===== config.mk =====
export PLATFORM = sky130hd
export DESIGN_NAME = fetch_unit_flat
export DESIGN_NICKNAME = d
export VERILOG_FILES = /design/src/rtl/fetch_pkg.sv /design/src/rtl/fetch_unit_if.sv /design/src/rtl/fetch_queue.sv /design/src/rtl/fetch_unit.sv /design/src/flat_wrapper.sv
export SDC_FILE = /design/constraint.sdc
export NUM_CORES = 1
export LEC_CHECK = 0
export ABC_AREA = 1
export BUFFER_PORTS_ARGS = -buffer_cell sky130_fd_sc_hd__buf_2
export CAP_MARGIN = 0
export CORE_MARGIN = 2
export CORE_UTILIZATION = 55
export CTS_BUF_LIST = sky130_fd_sc_hd__clkbuf_4 sky130_fd_sc_hd__clkbuf_8
export CTS_CLUSTER_DIAMETER = 150
export DETAILED_ROUTE_END_ITERATION = 12
export PLACE_DENSITY_LB_ADDON = 0.3
export SETUP_SLACK_MARGIN = 0.2
export SLEW_MARGIN = 20
export SYNTH_ARGS = -nofsm -noshare
export SYNTH_HDL_FRONTEND = slang
export SYNTH_HIERARCHICAL = 1
export SYNTH_SLANG_ARGS = --single-unit

===== constraint.sdc =====
create_clock -name CLK -period 6.4 [get_ports CLK]
set_clock_uncertainty 0.15 [all_clocks]
set_input_delay 0.32 -clock CLK [delete_from_list [all_inputs] [get_ports CLK]]
set_output_delay 0.32 -clock CLK [all_outputs]
set_load 0.02 [all_outputs]

===== src/rtl/fetch_pkg.sv =====
// fetch_pkg: shared constants, the fetch queue entry type and address helpers
// used by the instruction-fetch stage.
//   XLEN           address / instruction width
//   PC_STEP        byte increment between sequential fetches
//   IMEM_SIZE_WORD access-size code presented to the instruction memory
//   NOP_INST       filler instruction held by queue storage out of reset
//   fetch_entry_t  {pc, inst} pair buffered between fetch and decode
package fetch_pkg;

  localparam int          XLEN           = 32;
  localparam logic [31:0] PC_STEP        = 32'd4;
  localparam logic [1:0]  IMEM_SIZE_WORD = 2'b10;
  localparam logic [31:0] NOP_INST       = 32'h0000_0013;

  typedef struct packed {
    logic [XLEN-1:0] pc;
    logic [XLEN-1:0] inst;
  } fetch_entry_t;

  // Clear the byte-offset bits so the result is a word address.
  function automatic logic [XLEN-1:0] word_align(input logic [XLEN-1:0] addr);
    return addr & {{(XLEN-2){1'b1}}, 2'b00};
  endfunction

  // True when the address is not on a word boundary.
  function automatic logic is_misaligned(input logic [XLEN-1:0] addr);
    return (addr & {{(XLEN-2){1'b0}}, 2'b11}) != {XLEN{1'b0}};
  endfunction

endpackage


===== src/rtl/fetch_unit_if.sv =====
// fetch_unit_if: bus bundle between the fetch stage, the instruction memory and
// decode.
//   imem_addr  word address presented to the instruction memory
//   imem_size  access-size code (always word)
//   imem_data  instruction word returned combinationally for imem_addr
//   out_valid  queue head valid toward decode
//   out_ready  decode accepts the head
//   out_inst   head instruction
//   out_pc     PC of the head instruction
// master = fetch stage, slave = memory/decode side.
interface fetch_unit_if #(
  parameter int XLEN = 32
);
  logic [XLEN-1:0] imem_addr;
  logic [1:0]      imem_size;
  logic [XLEN-1:0] imem_data;
  logic            out_valid;
  logic            out_ready;
  logic [XLEN-1:0] out_inst;
  logic [XLEN-1:0] out_pc;

  modport master (
    output imem_addr, imem_size, out_valid, out_inst, out_pc,
    input  imem_data, out_ready
  );

  modport slave (
    input  imem_addr, imem_size, out_valid, out_inst, out_pc,
    output imem_data, out_ready
  );
endinterface


===== src/rtl/fetch_queue.sv =====
// fetch_queue: small synchronous FIFO of fetch_entry_t between fetch and decode.
//   CLK        clock, rising edge
//   RST        synchronous active-high reset
//   flush      discard all entries (wins over push and pop)
//   push       write push_data (ignored when full with no pop)
//   push_data  entry to write
//   pop        drop the head entry (ignored when empty)
//   head       current head entry (stale when empty)
//   valid      head entry valid
//   count      number of held entries
module fetch_queue
  import fetch_pkg::*;
#(
  parameter int DEPTH = 2
) (
  input  logic                       CLK,
  input  logic                       RST,
  input  logic                       flush,
  input  logic                       push,
  input  fetch_entry_t               push_data,
  input  logic                       pop,
  output fetch_entry_t               head,
  output logic                       valid,
  output logic [$clog2(DEPTH):0]     count
);

  localparam int AW = $clog2(DEPTH);
  localparam int CW = AW + 1;

  fetch_entry_t    mem_r [DEPTH];
  logic [AW-1:0]   wr_ptr_r;
  logic [AW-1:0]   rd_ptr_r;
  logic [CW-1:0]   count_r;
  logic            push_s;
  logic            pop_s;

  // Qualify push/pop against the current fill level.
  always_comb begin
    pop_s  = pop && (count_r != {CW{1'b0}});
    push_s = push && ((count_r < CW'(DEPTH)) || pop_s);
  end

  // Storage, pointers and fill count.
  always_ff @(posedge CLK) begin
    if (RST) begin
      wr_ptr_r <= {AW{1'b0}};
      rd_ptr_r <= {AW{1'b0}};
      count_r  <= {CW{1'b0}};
      for (int i = 0; i < DEPTH; i++) begin
        mem_r[i] <= '{pc: {XLEN{1'b0}}, inst: NOP_INST};
      end
    end else if (flush) begin
      wr_ptr_r <= {AW{1'b0}};
      rd_ptr_r <= {AW{1'b0}};
      count_r  <= {CW{1'b0}};
    end else begin
      if (push_s) begin
        mem_r[wr_ptr_r] <= push_data;
        wr_ptr_r        <= wr_ptr_r + AW'(1'b1);
      end
      if (pop_s) begin
        rd_ptr_r <= rd_ptr_r + AW'(1'b1);
      end
      case ({push_s, pop_s})
        2'b10:   count_r <= count_r + CW'(1'b1);
        2'b01:   count_r <= count_r - CW'(1'b1);
        default: count_r <= count_r;
      endcase
    end
  end

  assign head  = mem_r[rd_ptr_r];
  assign valid = (count_r != {CW{1'b0}});
  assign count = count_r;

endmodule


===== src/rtl/fetch_unit.sv =====
// fetch_unit: instruction-fetch stage. Owns the PC, drives the word address to
// the instruction memory, and queues {pc, inst} pairs toward decode.
//   CLK             clock, rising edge
//   RST             synchronous active-high reset
//   halt            stop issuing fetches (queue still drains)
//   redirect_valid  flush queue and restart fetch at redirect_pc (top priority)
//   redirect_pc     redirect target; low two bits are dropped
//   misalign_err    one-cycle pulse after a redirect to a non-word address
//   bus (master)    imem_addr/imem_size/imem_data and out_valid/ready/inst/pc
// Optional build macro FETCH_BYPASS_EN: with an empty queue the fetched word is
// presented to decode in the same cycle and, if accepted, never enters the queue.
module fetch_unit #(
  parameter int          XLEN        = 32,
  parameter logic [31:0] RESET_PC    = 32'h0000_0000,
  parameter int          QUEUE_DEPTH = 2
) (
  input  logic             CLK,
  input  logic             RST,
  input  logic             halt,
  input  logic             redirect_valid,
  input  logic [XLEN-1:0]  redirect_pc,
  output logic             misalign_err,
  fetch_unit_if.master     bus
);
  import fetch_pkg::*;

  localparam int CW = $clog2(QUEUE_DEPTH) + 1;

  logic [XLEN-1:0] pc_r;
  logic            misalign_r;

  fetch_entry_t    q_head_s;
  fetch_entry_t    q_push_data_s;
  logic            q_valid_s;
  logic [CW-1:0]   q_count_s;
  logic            q_pop_s;
  logic            q_push_s;
  logic            fetch_s;
`ifdef FETCH_BYPASS_EN
  logic            bypass_s;
`endif

  // Handshake and fetch decision; a pop in a redirect cycle is void because the
  // queue is flushed anyway.
  always_comb begin
    q_pop_s       = q_valid_s && bus.out_ready && !redirect_valid;
    fetch_s       = !halt && !redirect_valid &&
                    ((q_count_s < CW'(QUEUE_DEPTH)) || q_pop_s);
    q_push_data_s = '{pc: pc_r, inst: bus.imem_data};
`ifdef FETCH_BYPASS_EN
    bypass_s      = fetch_s && !q_valid_s;
    q_push_s      = fetch_s && !(bypass_s && bus.out_ready);
`else
    q_push_s      = fetch_s;
`endif
  end

  fetch_queue #(
    .DEPTH (QUEUE_DEPTH)
  ) u_queue (
    .CLK       (CLK),
    .RST       (RST),
    .flush     (redirect_valid),
    .push      (q_push_s),
    .push_data (q_push_data_s),
    .pop       (q_pop_s),
    .head      (q_head_s),
    .valid     (q_valid_s),
    .count     (q_count_s)
  );

  // PC sequencing and misalignment flag; reset beats redirect beats fetch.
  always_ff @(posedge CLK) begin
    if (RST) begin
      pc_r       <= word_align(RESET_PC);
      misalign_r <= 1'b0;
    end else if (redirect_valid) begin
      pc_r       <= word_align(redirect_pc);
      misalign_r <= is_misaligned(redirect_pc);
    end else begin
      misalign_r <= 1'b0;
      if (fetch_s) begin
        pc_r <= pc_r + XLEN'(PC_STEP);
      end
    end
  end

  // Decode-facing outputs.
  always_comb begin
`ifdef FETCH_BYPASS_EN
    if (bypass_s) begin
      bus.out_valid = 1'b1;
      bus.out_inst  = bus.imem_data;
      bus.out_pc    = pc_r;
    end else begin
      bus.out_valid = q_valid_s && !redirect_valid;
      bus.out_inst  = q_head_s.inst;
      bus.out_pc    = q_head_s.pc;
    end
`else
    bus.out_valid = q_valid_s;
    bus.out_inst  = q_head_s.inst;
    bus.out_pc    = q_head_s.pc;
`endif
  end

  assign bus.imem_addr = pc_r;
  assign bus.imem_size = IMEM_SIZE_WORD;
  assign misalign_err  = misalign_r;

endmodule

===== src/flat_wrapper.sv =====
// flat-port wrapper written by rule: the top's interface ports become plain ports
module fetch_unit_flat import fetch_pkg::*;
#(
  parameter int          XLEN        = 32,
  parameter logic [31:0] RESET_PC    = 32'h0000_0000,
  parameter int          QUEUE_DEPTH = 2
)
  (CLK, RST, halt, redirect_valid, redirect_pc, misalign_err, bus_imem_addr, bus_imem_size, bus_out_valid, bus_out_inst, bus_out_pc, bus_imem_data, bus_out_ready);
  fetch_unit_if #(.XLEN(XLEN)) bus_i ();
  input  logic CLK;
  input  logic RST;
  input  logic halt;
  input  logic redirect_valid;
  input  logic [XLEN-1:0] redirect_pc;
  output logic misalign_err;
  output wire logic [$bits(bus_i.imem_addr)-1:0] bus_imem_addr;
  output wire logic [$bits(bus_i.imem_size)-1:0] bus_imem_size;
  output wire logic [$bits(bus_i.out_valid)-1:0] bus_out_valid;
  output wire logic [$bits(bus_i.out_inst)-1:0] bus_out_inst;
  output wire logic [$bits(bus_i.out_pc)-1:0] bus_out_pc;
  input wire logic [$bits(bus_i.imem_data)-1:0] bus_imem_data;
  input wire logic [$bits(bus_i.out_ready)-1:0] bus_out_ready;
  assign bus_imem_addr = bus_i.imem_addr;
  assign bus_imem_size = bus_i.imem_size;
  assign bus_out_valid = bus_i.out_valid;
  assign bus_out_inst = bus_i.out_inst;
  assign bus_out_pc = bus_i.out_pc;
  assign bus_i.imem_data = bus_imem_data;
  assign bus_i.out_ready = bus_out_ready;
  fetch_unit #(.XLEN(XLEN), .RESET_PC(RESET_PC), .QUEUE_DEPTH(QUEUE_DEPTH)) u_core (.CLK(CLK), .RST(RST), .halt(halt), .redirect_valid(redirect_valid), .redirect_pc(redirect_pc), .misalign_err(misalign_err), .bus(bus_i));
endmodule

[Word-level counts from Yosys, hierarchy flattened]
Memories as Yosys holds them, arrays and structs flattened. A register that Yosys moved wholly into a read port is not among the register bits.
Cells that the tools add are included.
Word-level totals
  memories kept: 1
  memory bits (writable): 128
  register bits: 37
  logic and storage cells: 47
Memories
  u_core.u_queue.mem_r: depth 2, width 64, read ports 1, clocked after Yosys merged registers in 1, write ports 2, line fetch_queue.sv:30  | fetch_entry_t mem_r [DEPTH];
Operators by class
  bitwise operators: 1
  muxes and demuxes: 14
  eq/ne operators: 2
  $lt $le $gt $ge: 1
  reduce and logical (&&, ||, !) cells: 17
  add/subtract/negate cells: 5
Operator list (count)
  32-bit two-way mux: 2
  64-bit two-way mux: 1
  64-bit OR reduction: 1
  32-bit by 3-bit adder with 32-bit output (second input constant): 1
  32-bit nonzero test: 1
  1-bit two-way mux: 10
  1-bit logical AND: 6
  2-bit nonzero test: 3
  2-bit one-hot mux with 2 select lines: 1
  2-bit OR reduction: 2
  1-bit adder (second input constant): 2
  2-bit by 1-bit adder with 2-bit output (second input constant): 1
  2-bit by 1-bit == test with 1-bit output (second input constant): 1
  2-bit == test (second input constant): 1
  1-bit zero test: 2
  1-bit logical OR: 2
  2-bit < comparator (second input constant): 1
  2-bit by 1-bit subtractor with 2-bit output (second input constant): 1
  1-bit NOT: 1

[Longest topological paths before layout]
Gate-level depths: netlist of the first run.
  word-level depth: 12
  mapped depth: 15
  mapped depth without buffers: 14

[By module]
The synthesis of the first run kept the hierarchy.
Modules (own cells, without submodules)
  fetch_queue: times used 1, cells an instance 445, seq. area each 3943.8 um^2, area an instance 5848.1 um^2
  fetch_unit: times used 1, cells an instance 402, seq. area each 620.6 um^2, area an instance 2304.7 um^2

[Worst setup path after synthesis of the first run]
OpenSTA, ideal clock, no wires.
  path kind: reg-to-reg
  start: register u_core.u_queue.count_r[1], in the netlist u_core/u_queue/count[1]
  end: memory u_core/u_queue/mem_r[0][0] (netlist name) (enable)
  required time: 5.826 ns
  data arrival time: 3.320 ns
  clock period less this slack: 3.894 ns
  cell stages (with the launch flop): 12
  setup slack: 2.506 ns
  setup time: 0.424 ns
  cell sequence: dfxtp_1 > inv_1 > nand2_1 > inv_1 > o21ai_0 > nand3_1 > inv_2 > buf_2 > a21boi_4 > nand3_4 > buf_6 > nand2_1
RTL lines
  from (decl): line fetch_queue.sv:33  | logic [CW-1:0] count_r;
  from (signal assigned): line fetch_queue.sv:48  | count_r <= {CW{1'b0}};
  from (signal assigned): line fetch_queue.sv:55  | count_r <= {CW{1'b0}};
  from (signal assigned): line fetch_queue.sv:65  | 2'b10: count_r <= count_r + CW'(1'b1);
  to (decl): line fetch_queue.sv:30

==> impl_metrics.toml, run 1 <==
[power_and_ir_drop]
power_frac_comb_pct = 10.8
clockPowerShare_pct = 32.6
p_per_area_mw_per_mm2 = 228
p_sw_share_pct = 24.9
p_total_mw = 2.17
ir_drop_mv = 0.107
switching_power_uw = 540
p_seq_share_pct = 56.6
leakage_nw = 4.01
p_int_mw = 1.63

[cells_and_area]
n_antenna_cell = 0
fillers = 1213
area_growth_pct = 16.5
drive_gt1_share_pct = 32.9
final_net_count = 1082

[timing]
finalMaxSlewViolations = 0
finalSetupTns_ps = 0
finalSetupViolCount = 0
min_period_over_period_pct = 54.7
slew_headroom_pct = 32.9
worst_slew_pin_slew_ps = 1010
final.min_clock_period_ps = 3500
finalHoldViolCount = 0
fmax_mhz = 286
rsz0062_at_grt = "false"

[logic_synthesis]
synth.avg_cell_area_sq_um = 9.63
ys_seq_area_share_pct = 56.0
synth.area.mux_share_pct = 8.84
ys.warnings.count = 6
synth-xor-area-share_pct = 0.752
ys_ff_latch = 164
synth_compound_area_share_pct = 3.02
synth_cells = 847
synthSimpleGateAreaFrac_pct = 22.5
syn-cell-area_sq_mm = 0.00815
synth_top_family_by_area = "simple AND/OR/NAND/NOR gates"
yosysUniqueCellTypes = 32
synthAdderAreaFrac_pct = 0.307

[setup_path]
path_cells = "inv_1 -> nand2_1 -> inv_1 -> o21ai_0 -> nand3_1 -> inv_2 -> a21boi_4 -> nand2_2 -> nand2_2 -> buf_4"
end_kind = "flip-flop"
worstSetupStartpoint = "u_core/u_queue/count[1]$_SDFFE_PP0P_"
rr_worst_depth = 10
endpoint = "u_core/u_queue/mem_r[1][30]$_SDFFCE_PN0P_"
r2r-end = "u_core/u_queue/mem_r[1][30]$_SDFFCE_PN0P_"
worstReg2RegStart = "u_core/u_queue/count[1]$_SDFFE_PP0P_"
crit_required_ps = 6370
worst-path-max-fanout = 37
reg2reg_slack_ps = 2900
cpPeakStageDelay_ps = 690
arrival_ps = 3460
start_kind = "flip-flop"
slowest_stage = "nand2_2"
crit_type = "flip-flop to flip-flop"

[clock_tree]
clk_pin_slew_ps = 80
cts_tree = "built"
postCtsSetupRepairBufs = 0
cts.root.buffer_cell = "clkbuf_8"
clk_path_buf_depth = 2
postCtsResizedCells = 0
cts.sinks = 164
worstSkewPairLatency_ps = 450
cts_inserted_buffers = 17
postCtsHoldBufs = 8
cts-htree-levels = 4

[die]
die_area_sq_mm = 0.0158
initial_core_util_pct = 56.1
pin_count = 169
die_w_um = 126
core_region_area_sq_mm = 0.0145
die_y_um = 126
rows = 44

[global_routing]
overflow = 0
grt_usage_pct = 22.5
grt_first_pass_wirelength_um = 28200
grt_max_degree = 65
first_global_vias = 5807
grt_antenna_before_repair = 0

[detailed_routing]
vias = 6041
via_per_inst = 5.00
drt_iter0_drc = 430
drc = 0
ant_nets = 0
routed_wirelength_um = 17200
wl_per_cell_um = 14.3
drt_pass1_iterations = 5

[run]
max_cap_violations = 0

[placed_design]
routabilityCongestion = 0.853
io_buffer_count = 164
place_hpwl_um = 11600

[worst_hold_path]
min_from = "redirect_pc[4]"
hold_path.class = "input pin to flip-flop"
min_path_cells = 3

[status]
status = "finished, final reports clean"
per-stage QoR:
stage | setup WS (ps) | std cells | area (sq um) | util, % | hold slack [ps]
5_1_grt | 2630 | 1208 | 9500 | 65.4 | 13.0
2_1_floorplan | 2510 | 851 | 8170 | - | 315
4_1_cts | 2770 | 1208 | 9500 | 65.3 | 3.47
6_report | 2900 | 1208 | 9500 | 65.4 | 29.4
3_3_place_gp | 2560 | 1168 | 9050 | 62.2 | 327
3_5_place_dp | 2480 | 1168 | 9050 | 62.2 | 335
worst max-delay path, delay by kind of cell, from the launching register on:
| kind | cells | cell delay, ps |
|---|---|---|
| flops | 1 | 450 |
| compound gates | 2 | 560 |
| buf+inv | 4 | 970 |
| simple gates | 4 | 1020 |
cell usage after synthesis:
master | number | area, sq um
conb_1 | 2 | 7.51
inv_1 | 123 | 462
buf_2 | 20 | 100
nor2_4 | 5 | 56.3
a21oi_1 | 24 | 120
nand3_1 | 63 | 315
xnor2_1 | 3 | 26.3
nand2_2 | 5 | 31.3
a21boi_4 | 1 | 18.8
dfxtp_1 | 36 | 721
ha_1 | 2 | 25.0
nand2_4 | 1 | 11.3
a22oi_1 | 1 | 7.51
xor2_1 | 4 | 35.0
a31oi_1 | 6 | 37.5
buf_6 | 6 | 67.6
nand2_1 | 146 | 548
clkbuf_1 | 7 | 26.3
mux2_2 | 64 | 721
nor3_2 | 1 | 10.0
nor2_2 | 56 | 350
o21bai_1 | 5 | 37.5
nor2_1 | 117 | 439
nand3b_1 | 1 | 7.51
nor3_1 | 2 | 10.0
nand4_1 | 4 | 25.0
and2_1 | 2 | 12.5
o21ai_0 | 5 | 25.0
edfxtp_1 | 128 | 3840
inv_2 | 2 | 7.51
nand3_4 | 1 | 17.5
buf_4 | 4 | 30.0
how the worst min path moves through the flow:
stage                                               endpoint  slack [ps]
floorplan                                          flip-flop         310
global placement                                   flip-flop         330
detailed placement                                 flip-flop         330
CTS                 u_core/u_queue/mem_r[1][1]$_SDFFCE_PN1P_           3
global route        u_core/u_queue/mem_r[1][1]$_SDFFCE_PN1P_          10
finish                  u_core/bus.imem_addr[4]$_SDFFE_PP0P_          30
layer usage:
| layer | wire length [um] | GRT usage (%) |
|---|---|---|
| met3 | 969 | 4.12 |
| met5 | 0 | 0 |
| met4 | 168 | 6.21 |
| met1 | 7730 | 30.6 |
| met2 | 8380 | 37.5 |
power groups by stage:
stage          registers, mW  logic, mW  clock network (mW)
2_1_floorplan           1.26      0.142                   0
3_3_place_gp            1.25      0.228                   0
3_5_place_dp            1.25      0.231                   0
4_1_cts                 1.23      0.236               0.723
5_1_grt                 1.23      0.259               0.765
6_report                1.23      0.235               0.706
sequential cells by signal, summed over array words and instances, names as in the netlist, named ones only:
signal	cells
u_core/u_queue/mem_r	128
u_core/bus.imem_addr	30
u_core/u_queue/count	2
u_core/misalign_err	1
u_core/u_queue/rd_ptr_r	1
u_core/u_queue/wr_ptr_r	1
final cells by class:
class / instances / area (sq um) / share of cell area (%)
multi-input combinational: 525 / 2920 / 30.7
timing repair buffer: 178 / 946 / 9.96
clock buffer: 20 / 256 / 2.70
inverter: 125 / 469 / 4.94
clock inverter: 12 / 114 / 1.20
tap: 184 / 230 / 2.42
sequential: 164 / 4570 / 48.1
placed cells by master (no fill, tap or decap), drive strengths merged, types with 4 or more instances in the layout:
| cell type | Yosys | routed |
|---|---|---|
| a21oi | 24 | 24 |
| a31oi | 6 | 6 |
| buf | 30 | 170 |
| clkbuf | 7 | 20 |
| clkinv | 0 | 8 |
| conb | 2 | 6 |
| dfxtp | 36 | 36 |
| dlygate4sd3 | 0 | 8 |
| edfxtp | 128 | 128 |
| inv | 125 | 125 |
| mux2 | 64 | 64 |
| nand2 | 152 | 152 |
| nand3 | 64 | 64 |
| nand4 | 4 | 4 |
| nor2 | 178 | 178 |
| o21ai | 5 | 5 |
| o21bai | 5 | 5 |
| xor2 | 4 | 4 |
kinds of logic (layout without fill, tap and decap cells):
family / Yosys count / in the layout
simple gates: 404 / 404
flops: 164 / 164
buf+inv: 162 / 335
mux: 64 / 64
compound gates: 42 / 42
xor+xnor: 7 / 7
fa+ha+maj: 2 / 2
other cells: 2 / 6
(Power assumes the default switching activity.)
==> run 2: changes to the inputs <==
ABC_AREA = 0   (was 1)
CORE_UTILIZATION = 51   (was 55)
clock period = 3 ns   (was 6.4 ns; I/O delays follow)
==> run 2 against run 1 <==
Wire length rose by 1.1%. Count of clock-buffer cells in the layout unchanged. Power up 130%. Critical endpoint is now u_core/u_queue/mem_r[1][28]$_SDFFCE_PN0P_. Largest cell class unchanged.
==> impl_metrics.toml, run 2 <==
[setup_path]
worst-path-max-fanout = 22
start_kind = "flip-flop"
crit_type = "flip-flop to flip-flop"
end_kind = "flip-flop"
crit_required_ps = 3000
arrival_ps = 2510

[die]
die_w_um = 127
pin_count = 169
initial_core_util_pct = 51.7
rows = 45
die_area_sq_mm = 0.0162
die_y_um = 127
core_region_area_sq_mm = 0.0150

[global_routing]
first_global_vias = 5450
overflow = 0
grt_first_pass_wirelength_um = 27200
grt_max_degree = 65
grt_antenna_before_repair = 0
grt_usage_pct = 21.8

[placed_design]
io_buffer_count = 164
postPlaceCellArea_sq_mm = 0.00870
routabilityCongestion = 0.781
place_hpwl_um = 10800

[logic_synthesis]
synth_cells = 604
syn-cell-area_sq_mm = 0.00777
synth_edf_count = 128
synth_commonest_cells = "edfxtp_1, and2_1, mux2_2"
ys_ff_latch = 164
ys_seq_area_share_pct = 58.8
yosysUniqueCellTypes = 39
ys.warnings.count = 6
synth_top_area_share_pct = 49.5
async_flop_share_pct = 0
netlist.top_cell.by_area = "edfxtp_1"
ys.flop_type = "edfxtp_1"
synth.avg_cell_area_sq_um = 12.9
synth_most_common_cell = "edfxtp_1"
yosys-top-cells-area = "edfxtp_1, and2_1, mux2_2"

[power_and_ir_drop]
switching_power_mw = 1.15
p_per_area_mw_per_mm2 = 514
leakage_nw = 4.10
ir_drop_mv = 0.252
p_sw_share_pct = 22.8
power_frac_comb_pct = 10.2
p_seq_share_pct = 51.7
clockPowerShare_pct = 38.0
p_int_mw = 3.91

[detailed_routing]
via_per_inst = 5.17
routed_wirelength_um = 17400
vias = 5324
drc = 0
wl_per_cell_um = 16.9
ant_nets = 0
drt_pass1_iterations = 5
drt_iter0_drc = 389

[clock_tree]
clk_path_buf_depth = 2
cts_tree = "built"
postCtsSetupRepairBufs = 0
cts.sinks = 164
postCtsHoldBufs = 65
worstSkewPairLatency_ps = 450
clk_pin_slew_ps = 90
postCtsResizedCells = 0
cts-htree-levels = 4
cts.root.buffer_cell = "clkbuf_8"
cts_inserted_buffers = 17

[cells_and_area]
final_net_count = 899
largest_register = "u_core/u_queue/mem_r"
area_growth_pct = 26.8
n_antenna_cell = 0
drive_gt1_share_pct = 34.1
mostFrequentLayoutCells = "buf_2, edfxtp_1, and2_1"
largest_reg_flops = 128
final_area_sq_mm = 0.00985
layout_commonest_cell = "buf_2"

[timing]
final.min_clock_period_ps = 2500
finalMaxSlewViolations = 0
finalSetupTns_ps = 0
min_period_over_period_pct = 83.4
finalHoldViolCount = 0
worst_slew_pin_slew_ps = 633
rsz0062_at_grt = "false"
fmax_mhz = 400
slew_headroom_pct = 57.8
finalSetupViolCount = 0

[worst_hold_path]
hold_path.class = "input pin to flip-flop"

[status]
status = "finished, final reports clean"

[run]
max_cap_violations = 0
## run 2: cell types whose count changed after synthesis, moves of 20 or more
cell,change
o21a_1,+23
and2_1,+121
nand3_1,-52
nor2_2,-56
nor2_1,-104
nand2_1,-139
xnor2_1,+20
inv_1,-97
## run 2: cell type report
| type | count | area [sq um] |
|---|---|---|
| Clock buffer | 20 | 269 |
| Clock inverter | 12 | 226 |
| Fill cell | 1144 | 5180 |
| Inverter | 26 | 97.6 |
| Multi-Input combinational cell | 380 | 2860 |
| Sequential cell | 164 | 4570 |
| Tap cell | 188 | 235 |
| Timing Repair Buffer | 239 | 1600 |
## run 2: layer usage
| metal | vias up | GRT usage (%) | share of wire (%) |
|---|---|---|---|
| met5 | - | 0 | 0 |
| met4 | 0 | 8.21 | 1.9 |
| met3 | 25 | 4.44 | 4.9 |
| met2 | 165 | 37.8 | 50 |
| met1 | 2569 | 26.9 | 44 |
| li1 | 2565 | - | - |
## run 2: kinds of logic after synthesis
group	synth area share, %
AOI/OAI and AO/OA	4.67
DFF	58.8
muxes	9.94
other	0.0967
xor gates and xnor gates	3.61
adders and majority gates	0.322
and+or+nand+nor	17.8
buffers and inverters	4.82
## run 2: worst paths after layout
check,start,to,slack [ps],cells after the start
max,u_core/u_queue/count[1]$_SDFFE_PP0P_,u_core/u_queue/mem_r[1][28]$_SDFFCE_PN0P_,500,8
min,redirect_valid,u_core/bus.imem_addr[29]$_SDFFE_PP0P_,50,3
max reg2reg,u_core/u_queue/count[1]$_SDFFE_PP0P_,u_core/u_queue/mem_r[1][28]$_SDFFCE_PN0P_,500,8
min reg2reg,u_core/u_queue/rd_ptr_r$_SDFFE_PP0P_,u_core/u_queue/rd_ptr_r$_SDFFE_PP0P_,370,2
## run 2: worst max-delay path, cell delays in order, from the launching register on
cell,delay (ps)
dfxtp_1,420
or2_2,170
a21bo_2,170
nand2_1,100
nor2_1,130
inv_1,130
nor4_4,280
or2_4,400
buf_12,230
## run 2: per-stage QoR
stage	power [mW]	utilization [%]	hold WS (ps)	cells	worst slack (ps)
2_1_floorplan	2.93	-	147	610	385
3_3_place_gp	3.10	57.9	234	932	626
3_5_place_dp	3.12	57.9	247	932	500
4_1_cts	5.10	65.5	19.7	1029	476
5_1_grt	5.24	65.5	45.9	1029	250
6_report	5.06	65.5	46.8	1029	497
## run 2: power by group through the flow
stage / clock network, mW / logic, mW / registers, mW
5_1_grt: 2.05 / 0.558 / 2.63
3_3_place_gp: 0 / 0.441 / 2.66
3_5_place_dp: 0 / 0.447 / 2.67
4_1_cts: 1.97 / 0.516 / 2.62
2_1_floorplan: 0 / 0.252 / 2.68
6_report: 1.93 / 0.517 / 2.62
